[config.mk]
export PLATFORM = sky130hd
export DESIGN_NAME = piano_voice_alloc
export DESIGN_NICKNAME = d
export VERILOG_FILES = /design/src/rtl/piano_voice_alloc.sv
export SDC_FILE = /design/constraint.sdc
export NUM_CORES = 1
export LEC_CHECK = 0
export CAP_MARGIN = 25
export CELL_PAD_IN_SITES_DETAIL_PLACEMENT = 2
export CELL_PAD_IN_SITES_GLOBAL_PLACEMENT = 2
export CORE_ASPECT_RATIO = 0.5
export CORE_MARGIN = 5
export CORE_UTILIZATION = 32
export CTS_CLUSTER_DIAMETER = 150
export CTS_CLUSTER_SIZE = 12
export DETAILED_ROUTE_END_ITERATION = 10
export PLACE_DENSITY = 0.8
export SLEW_MARGIN = 20
export SYNTH_ARGS = -nofsm -noshare
export SYNTH_HDL_FRONTEND = slang
export SYNTH_SLANG_ARGS = --single-unit
[constraint.sdc]
create_clock -name clk -period 1.8 [get_ports clk]
set_input_delay 0.27 -clock clk [delete_from_list [all_inputs] [get_ports clk]]
set_output_delay 0.27 -clock clk [all_outputs]
set_load 0.01 [all_outputs]
[src/rtl/piano_voice_alloc.sv]
// Polyphonic voice allocator: assigns key presses to a small pool of tone voices.
// Build option PIANO_VOICE_STEAL_EN: steal the oldest voice when full (default: drop the press).
module piano_voice_alloc #(
  parameter int N_KEYS   = 12,
  parameter int N_VOICES = 4,
  parameter int NOTE_W   = 4,
  parameter int AGE_W    = 3
) (
  input  logic                         clk,
  input  logic                         resetn,
  input  logic [N_KEYS-1:0]            keys,
  input  logic [2:0]                   octave,
  output logic [N_VOICES-1:0]          voice_gate,
  output logic [N_VOICES*NOTE_W-1:0]   voice_note,
  output logic [N_VOICES*3-1:0]        voice_octave,
  output logic [N_VOICES-1:0]          voice_new,
  output logic                         full,
  output logic [7:0]                   evt_cnt
);

  logic [N_KEYS-1:0]   keys_q;
  logic [N_KEYS-1:0]   pend;
  logic [N_KEYS-1:0]   rise;
  logic [N_KEYS-1:0]   fall;
  logic [N_KEYS-1:0]   cand;
  logic [N_KEYS-1:0]   svc_oh;
  logic [NOTE_W-1:0]   svc_key;
  logic                svc_valid;
  logic [N_VOICES-1:0] free_oh;
  logic                free_valid;
  logic [N_VOICES-1:0] tgt_oh;
  logic [N_VOICES-1:0] rel;
  logic [N_VOICES-1:0] gate_nxt;
  logic                alloc;
  logic                evt;

`ifdef PIANO_VOICE_STEAL_EN
  localparam logic [AGE_W-1:0] AGE_MAX = '1;
  logic [AGE_W-1:0]    age [N_VOICES];
  logic [AGE_W-1:0]    best_age;
  logic [N_VOICES-1:0] victim_oh;
`endif

  always_comb begin
    rise = keys & ~keys_q;
    fall = ~keys & keys_q;
    // A key falling this cycle is never serviced, even if still pending.
    cand = pend & ~fall;

    svc_valid = 1'b0;
    svc_key   = '0;
    svc_oh    = '0;
    for (int k = N_KEYS - 1; k >= 0; k--) begin
      if (cand[k]) begin
        svc_valid = 1'b1;
        svc_key   = NOTE_W'(k);
        svc_oh    = '0;
        svc_oh[k] = 1'b1;
      end
    end

    free_valid = 1'b0;
    free_oh    = '0;
    for (int v = N_VOICES - 1; v >= 0; v--) begin
      if (!voice_gate[v]) begin
        free_valid = 1'b1;
        free_oh    = '0;
        free_oh[v] = 1'b1;
      end
    end

`ifdef PIANO_VOICE_STEAL_EN
    best_age  = age[0];
    victim_oh = '0;
    victim_oh[0] = 1'b1;
    for (int v = 1; v < N_VOICES; v++) begin
      if (age[v] > best_age) begin
        best_age     = age[v];
        victim_oh    = '0;
        victim_oh[v] = 1'b1;
      end
    end
    tgt_oh = free_valid ? free_oh : victim_oh;
    alloc  = svc_valid;
`else
    tgt_oh = free_oh;
    alloc  = svc_valid && free_valid;
`endif
    evt = svc_valid && !free_valid;

    rel = '0;
    for (int v = 0; v < N_VOICES; v++) begin
      for (int k = 0; k < N_KEYS; k++) begin
        if (voice_gate[v] && fall[k] && (voice_note[v*NOTE_W +: NOTE_W] == NOTE_W'(k)))
          rel[v] = 1'b1;
      end
    end

    // Allocation wins over a release hitting the same (stolen) voice.
    gate_nxt = voice_gate;
    for (int v = 0; v < N_VOICES; v++) begin
      if (alloc && tgt_oh[v])
        gate_nxt[v] = 1'b1;
      else if (rel[v])
        gate_nxt[v] = 1'b0;
    end
  end

  always_ff @(posedge clk) begin
    if (!resetn) begin
      keys_q       <= '0;
      pend         <= '0;
      voice_gate   <= '0;
      voice_note   <= '0;
      voice_octave <= '0;
      voice_new    <= '0;
      full         <= 1'b0;
      evt_cnt      <= '0;
`ifdef PIANO_VOICE_STEAL_EN
      for (int v = 0; v < N_VOICES; v++) age[v] <= '0;
`endif
    end else begin
      keys_q     <= keys;
      pend       <= (pend & ~fall & ~svc_oh) | rise;
      voice_gate <= gate_nxt;
      full       <= &gate_nxt;
      voice_new  <= alloc ? tgt_oh : '0;
      if (evt && evt_cnt != 8'hFF)
        evt_cnt <= evt_cnt + 8'd1;
      for (int v = 0; v < N_VOICES; v++) begin
        if (alloc && tgt_oh[v]) begin
          voice_note[v*NOTE_W +: NOTE_W] <= svc_key;
          voice_octave[v*3 +: 3]         <= octave;
        end
      end
`ifdef PIANO_VOICE_STEAL_EN
      for (int v = 0; v < N_VOICES; v++) begin
        if ((alloc && tgt_oh[v]) || rel[v])
          age[v] <= '0;
        else if (alloc && voice_gate[v] && age[v] != AGE_MAX)
          age[v] <= age[v] + 1'b1;
      end
`endif
    end
  end

endmodule

==> results of run 1 <==
-- registers in the layout, summed over array words and instances (netlist names) --
| signal | count |
|---|---|
| voice_octave | 12 |
| full | 1 |
| voice_gate | 4 |
| voice_note | 16 |
| keys_q | 12 |
| evt_cnt | 8 |
| pend | 12 |
| voice_new | 4 |
-- power breakdown --
part | switching, mW | leakage, nW | internal [mW]
clock network | 0.783 | 0.142 | 1.08
logic | 0.633 | 1.49 | 0.562
registers | 0.142 | 0.573 | 1.62
-- layout make-up --
type	count	share of cell area
Clock buffer	9	0.0414
Clock inverter	7	0.0134
Multi-Input combinational cell	265	0.400
Tap cell	140	0.0322
Timing Repair Buffer	140	0.243
Sequential cell	69	0.259
Inverter	15	0.0104
-- per-stage QoR --
stage | util | instance area [µm²] | worst slack [ps] | instances
finish | 0.530 | 5430 | -123 | 645
global route | 0.530 | 5430 | -156 | 645
CTS | 0.496 | 5080 | -2.08 | 631
detailed placement | 0.442 | 4530 | -577 | 602
global placement | 0.442 | 4530 | -392 | 602
floorplan | - | 3380 | 163 | 360
-- worst paths after layout --
| check | endpoint | cells past startpoint |
|---|---|---|
| worst max-delay path | voice_octave[9] | 7 |
| worst min-delay path | keys_q[8] | 3 |
| worst max register to register | voice_octave[9] | 7 |
| worst min register to register | voice_octave[3] | 2 |
-- cells by family after synthesis --
logic type               after synthesis  share of synthesized area
AND/OR/NAND/NOR                      146                      0.237
AO/OA/AOI/OAI                         83                      0.193
flip-flops                            69                      0.408
buffers and inverters                 26                     0.0355
multiplexers                          23                     0.0876
adder cells (fa/ha/maj)               11                     0.0333
XOR/XNOR                               2                    0.00518
-- cells in the final DEF (no fill, tap or decap), drive strengths merged, types with 3 or more instances in the layout --
cell	n
buf	79
dfxtp	69
clkdlybuf4s50	49
nor2	45
nand2	33
a21oi	23
nand2b	22
o21ai	18
inv	17
mux2i	15
nand3	11
maj3	10
clkbuf	9
dlymetal6s2s	8
a22oi	8
and2	7
mux4	5
nor2b	5
a211oi	4
dlygate4sd2	4
a31oi	4
nor3	4
nor3b	4
mux2	3
o21a	3
a32oi	3
o31ai	3
-- tightest hold or removal path, stage by stage --
cell and delay, ps:
sky130_fd_sc_hd__dlymetal6s2s_1 130, sky130_fd_sc_hd__inv_1 70, sky130_fd_sc_hd__nor2_1 40
-- layer usage --
layer / up-vias / wire length (µm)
li1: 1574 / -
met1: 1863 / 7830
met2: 160 / 9350
met3: 66 / 1220
met4: 0 / 797
met5: - / 0
-- what timing repair did --
action | in CTS | in global routing
buffers inserted | 13 | 13
gates resized for setup | 39 | 78
pin swaps | 19 | 23
cloned | 0 | 1
endpoints found under the setup margin | 42 | 51
==> reports/summary.json, run 1 <==
{
  "ys_types": 61,
  "gr_util_all_layers": 0.255,
  "synthMostInstantiatedCell": "sky130_fd_sc_hd__dfxtp_1",
  "place.port_buffers": 61,
  "hold_viol_final": 0,
  "cp_top_family": "compound AO/OA/AOI/OAI gates",
  "die_h_um": 82.7,
  "max_cap_violations": 0,
  "num_rows": 26,
  "hold_path.startpoint": "keys[8]",
  "finalNetCount": 518,
  "dp_hpwl_um": 9980,
  "routed-via-count": 3663,
  "slew_of_the_pin_with_the_lowest_slew_margin_ps": 681,
  "worst_path_max_delay_cell": "sky130_fd_sc_hd__dfxtp_4",
  "violations": "negative setup slack",
  "grt_pass1_vias": 3936,
  "initial_core_utilization": 0.330,
  "pin_count": 62,
  "hold_path_class": "primary input to flip-flop",
  "layout_worst_path_cycle_share": 1.07,
  "grt_first_pass_wirelength_um": 24200,
  "area.growth.synth_to_final_pct": 60.6,
  "worst_skew_pair.late_latency_ps": 350,
  "ctsHtreeMaxLevel": 3,
  "drtPass1Iterations": 4,
  "netlist_top_cells_count": "sky130_fd_sc_hd__dfxtp_1 (69), sky130_fd_sc_hd__nor2_1 (45), sky130_fd_sc_hd__nand2_1 (32), sky130_fd_sc_hd__a21oi_1 (22)",
  "netlist_instances": 360,
  "synth_largest_area_cell": "sky130_fd_sc_hd__dfxtp_1",
  "criticalPathCategory": "flip-flop to flip-flop",
  "storage_element_area_um2": 1410,
  "cts_tree": "done",
  "endpoints_failing_setup": 24,
  "initial_antenna_violation_count": 0,
  "syn_nets": 378,
  "outcome": "finished with violations",
  "syn-cell-area_um2": 3380,
  "vias_per_cell": 5.68,
  "timing.critical_path.cells": "nand2b_4 -> a22oi_4 -> nand4_4 -> o21ai_4 -> buf_12 -> mux2i_1 -> nor2_1",
  "fmaxAchievable_ghz": 0.520,
  "cts-hold-fix-buffers": 0,
  "r2r_slack_ps": -120,
  "ir_drop_mv": 0.886,
  "syn_avg_cell_area_um2": 9.40,
  "gr-total-overflow": 0,
  "clock_path_buffers": 2,
  "unrepaired_setup_endpoints_after_global_routing": "yes",
  "worst_setup_start_kind": "flip-flop",
  "coreArea_um2": 10200,
  "final_estimated_routing_congestion_in_global_placement": 0.886,
  "finalSetupTns_ps": -853,
  "leakagePower_nw": 2.21,
  "final.setup.worst_slack_ps": -123,
  "grt-busiest-layer": "met2",
  "source_of_the_worst_register_to_register_timing_path": "keys_q[3]",
  "crit_path_max_incr_delay_ps": 370,
  "numCtsBuffers": 9,
  "async_set_or_reset_register_ratio_after_synthesis": 0,
  "worstSetupEndpointType": "flip-flop",
  "dominantRegCellSynth": "sky130_fd_sc_hd__dfxtp_1",
  "groute.layer.met1.usage": 0.293,
  "slew_violations": 0,
  "dieArea_um2": 12900,
  "design_power_total_mw": 4.82,
  "antenna_cells": 0,
  "synth_area_leaders": "sky130_fd_sc_hd__dfxtp_1 (41%), sky130_fd_sc_hd__nor2_1 (5.0%), sky130_fd_sc_hd__mux2i_1 (4.4%)",
  "crit_arrival_ps": 2120,
  "chipWidth_um": 155,
  "critPathLaunch": "keys_q[3]",
  "remaining_drc_errors": 0,
  "synth-edff-count": 0,
  "post_route_cells_drive_above_1_share": 0.400,
  "timing.slew.headroom": 0.546,
  "top_cell_type_s_share_of_synthesized_area": 0.408,
  "yosysWarningCount": 0,
  "clk_root_buffer_cell": "sky130_fd_sc_hd__clkbuf_16",
  "area_occupied_by_multi_input_gates_um2": 2180,
  "critPathRequiredTime_ps": 2000,
  "worst_hold_slack_ps": 213,
  "globalRouteMet2Util": 0.478,
  "totalWireLength_um": 19200,
  "worst-path-max-fanout": 7,
  "drt_iter0_markers": 182,
  "clk_transition_reported_paths_ps": 60,
  "pwr_density_cell_nw_per_um2": 887,
  "grt_max_degree": 56,
  "period_needed_ps": 1920,
  "critPathBufInv": 1,
  "finClkSkew_ps": 11.9,
  "final_antenna_net_count": 0,
  "met3_track_utilization_from_global_routing": 0.0619,
  "num-fill-cells": 1020,
  "wl_per_cell_um": 29.8,
  "cts_sinks": 69,
  "synth_seq_area_share": 0.408,
  "synth.ff_latch_count": 69
}
No activity file was read; power rests on OpenSTA's default activity.
==> run 2, diff against run 1 <==
--- a/config.mk
+++ b/config.mk
@@ -15,6 +15,7 @@
 export CTS_CLUSTER_SIZE = 12
 export DETAILED_ROUTE_END_ITERATION = 10
 export PLACE_DENSITY = 0.8
+export SETUP_SLACK_MARGIN = 0.1
 export SLEW_MARGIN = 20
 export SYNTH_ARGS = -nofsm -noshare
 export SYNTH_HDL_FRONTEND = slang
==> run 2 against run 1 <==
Compared with the run above:
- the run still ends with negative setup slack left
- cell area rose by 4.0%
- non-clock buffer count grew 8
- combinational power is 6% higher
- fmax fell by 3.0%
- largest cell class unchanged
- sequential share of layout area fell by 0.65 points
- first-iteration DRC count up 71%
- worst setup slack got worse by 58 ps
- power up 2.1%
- critical path depth is 1 higher
- routed wire length grew 6.0%
- sequential power hardly changed
- sequential cell count unchanged
==> reports/summary.json, run 2 (synthesized netlist as in run 1, its figures left out) <==
{
  "outcome": "finished with violations",
  "violations": "negative setup slack",
  "area.growth.synth_to_final_pct": 67.0,
  "layout_worst_path_cycle_share": 1.10,
  "post_route_cells_drive_above_1_share": 0.464,
  "worst_skew_pair.late_latency_ps": 360,
  "initial_core_utilization": 0.330,
  "die_h_um": 82.7,
  "top_register": "voice_note",
  "wl_per_cell_um": 31.2,
  "hold_viol_final": 0,
  "dp_hpwl_um": 9980,
  "clock_path_buffers": 2,
  "source_of_the_worst_register_to_register_timing_path": "keys_q[6]",
  "endpoints_failing_setup": 37,
  "regToRegEndpoint": "voice_octave[7]",
  "grt_first_pass_wirelength_um": 26700,
  "grt_pass1_vias": 4105,
  "chipWidth_um": 155,
  "remaining_drc_errors": 0,
  "hold_depth": 3,
  "design_power_total_mw": 4.92,
  "num_rows": 26,
  "critPathRequiredTime_ps": 2060,
  "finalNetCount": 526,
  "worstSetupEndpointType": "flip-flop",
  "ctsHtreeMaxLevel": 3,
  "pin_count": 62,
  "largest_reg_flops": 16,
  "crit_arrival_ps": 2240,
  "timing.slew.headroom": 0.528,
  "fmaxAchievable_ghz": 0.505,
  "unrepaired_setup_endpoints_after_global_routing": "yes",
  "commonest_non_fill_non_tap_cells_in_the_layout": "sky130_fd_sc_hd__buf_4 (65), sky130_fd_sc_hd__nor2_1 (42), sky130_fd_sc_hd__dfxtp_1 (41), sky130_fd_sc_hd__clkdlybuf4s50_1 (41), sky130_fd_sc_hd__dfxtp_2 (24)",
  "slew_violations": 0,
  "max_cap_violations": 0,
  "grt_max_degree": 56,
  "r2r_cells": 8,
  "critPathLaunch": "keys_q[6]",
  "numCtsBuffers": 9,
  "antenna_cells": 0,
  "cts_tree": "done",
  "finClkSkew_ps": 13.0,
  "hold_end": "keys_q[8]",
  "slew_of_the_pin_with_the_lowest_slew_margin_ps": 709,
  "coreArea_um2": 10200,
  "routed-via-count": 3675,
  "hold_path_class": "primary input to flip-flop",
  "leakagePower_nw": 2.33,
  "gr_util_all_layers": 0.283,
  "worst_setup_start_kind": "flip-flop",
  "final_estimated_routing_congestion_in_global_placement": 0.886,
  "hold_path.startpoint": "keys[8]",
  "cts_sinks": 69,
  "totalWireLength_um": 20300,
  "clk_transition_reported_paths_ps": 60,
  "period_needed_ps": 1980,
  "dieArea_um2": 12900,
  "initial_antenna_violation_count": 0,
  "clk_root_buffer_cell": "sky130_fd_sc_hd__clkbuf_16",
  "vias_per_cell": 5.63,
  "r2r_slack_ps": -180,
  "finalSetupTns_ps": -2250,
  "num-fill-cells": 1005,
  "final.setup.worst_slack_ps": -182,
  "drtPass1Iterations": 4,
  "pwr_density_cell_nw_per_um2": 871,
  "worst-path-max-fanout": 7,
  "drt_iter0_markers": 312,
  "criticalPathCategory": "flip-flop to flip-flop",
  "ir_drop_mv": 0.966,
  "final_antenna_net_count": 0,
  "gr-total-overflow": 0,
  "place.port_buffers": 61,
  "layout.cells.most_common": "sky130_fd_sc_hd__buf_4"
}
==> run 2: cell types whose count changed in the layout (fill, tap and decap cells not counted), moves of 7 or more <==
cell	delta
sky130_fd_sc_hd__dfxtp_2	+9
sky130_fd_sc_hd__dfxtp_1	-11
sky130_fd_sc_hd__dlygate4sd2_1	+9
sky130_fd_sc_hd__clkdlybuf4s50_1	-8
sky130_fd_sc_hd__buf_6	+7
==> run 2: final cells by class <==
cell class	count	area, µm²	share of cell area
multi-input cells	265	2290	0.405
flip-flops and latches	69	1430	0.252
repair buffers	148	1400	0.249
clock buffers	9	225	0.0399
well taps	140	175	0.0310
clock inverters	7	72.6	0.0128
inverters	15	56.3	0.00997
==> run 2: report_power, final <==
| part | internal, mW | leakage, nW | switching, mW |
|---|---|---|---|
| registers | 1.62 | 0.578 | 0.150 |
| logic | 0.593 | 1.61 | 0.680 |
| clock network | 1.08 | 0.142 | 0.797 |
| total | 3.30 | 2.33 | 1.63 |
==> run 2: stage by stage <==
stage / utilization / hold WS [ps] / setup slack [ps] / instances / instance area, µm²
6_report: 0.551 / 349 / -182 / 653 / 5650
4_1_cts: 0.515 / 328 / 62.1 / 644 / 5270
2_1_floorplan: - / 391 / 163 / 360 / 3380
3_5_place_dp: 0.442 / 431 / -577 / 602 / 4530
3_3_place_gp: 0.442 / 416 / -392 / 602 / 4530
5_1_grt: 0.551 / 365 / -212 / 653 / 5650
==> run 2: worst max path at each step <==
| stage | cells past startpoint | end | slack (ps) |
|---|---|---|---|
| 2_1_floorplan | 7 | evt_cnt[6] | 160 |
| 3_3_place_gp | 8 | evt_cnt[5] | -390 |
| 3_5_place_dp | 8 | pend[11] | -580 |
| 4_1_cts | 7 | evt_cnt[5] | 60 |
| 5_1_grt | 8 | voice_octave[7] | -210 |
| 6_report | 8 | voice_octave[7] | -180 |
==> run 2: worst max-delay path, cell delays in order (launching register included) <==
cell,delay [ps]
sky130_fd_sc_hd__dfxtp_4,370
sky130_fd_sc_hd__nand2b_4,70
sky130_fd_sc_hd__a22oi_2,310
sky130_fd_sc_hd__nand4_4,260
sky130_fd_sc_hd__buf_6,230
sky130_fd_sc_hd__o21ai_4,180
sky130_fd_sc_hd__buf_12,170
sky130_fd_sc_hd__nand2_1,90
sky130_fd_sc_hd__a21oi_1,190
==> run 2: routing by layer <==
metal,vias up,track usage,part of all wire
met2,168,0.522,0.48
met4,0,0.101,0.046
met3,67,0.0724,0.060
met1,1857,0.325,0.41
met5,-,0,0
li1,1583,-,-
==> run 2: timing repair <==
item                       4_1_cts  5_1_grt
pin swaps                       26       35
setup endpoints to repair       58       61
buffers inserted                25        9
gates cloned                     1        0
resized for setup               88       85
hold buffers                     0        0
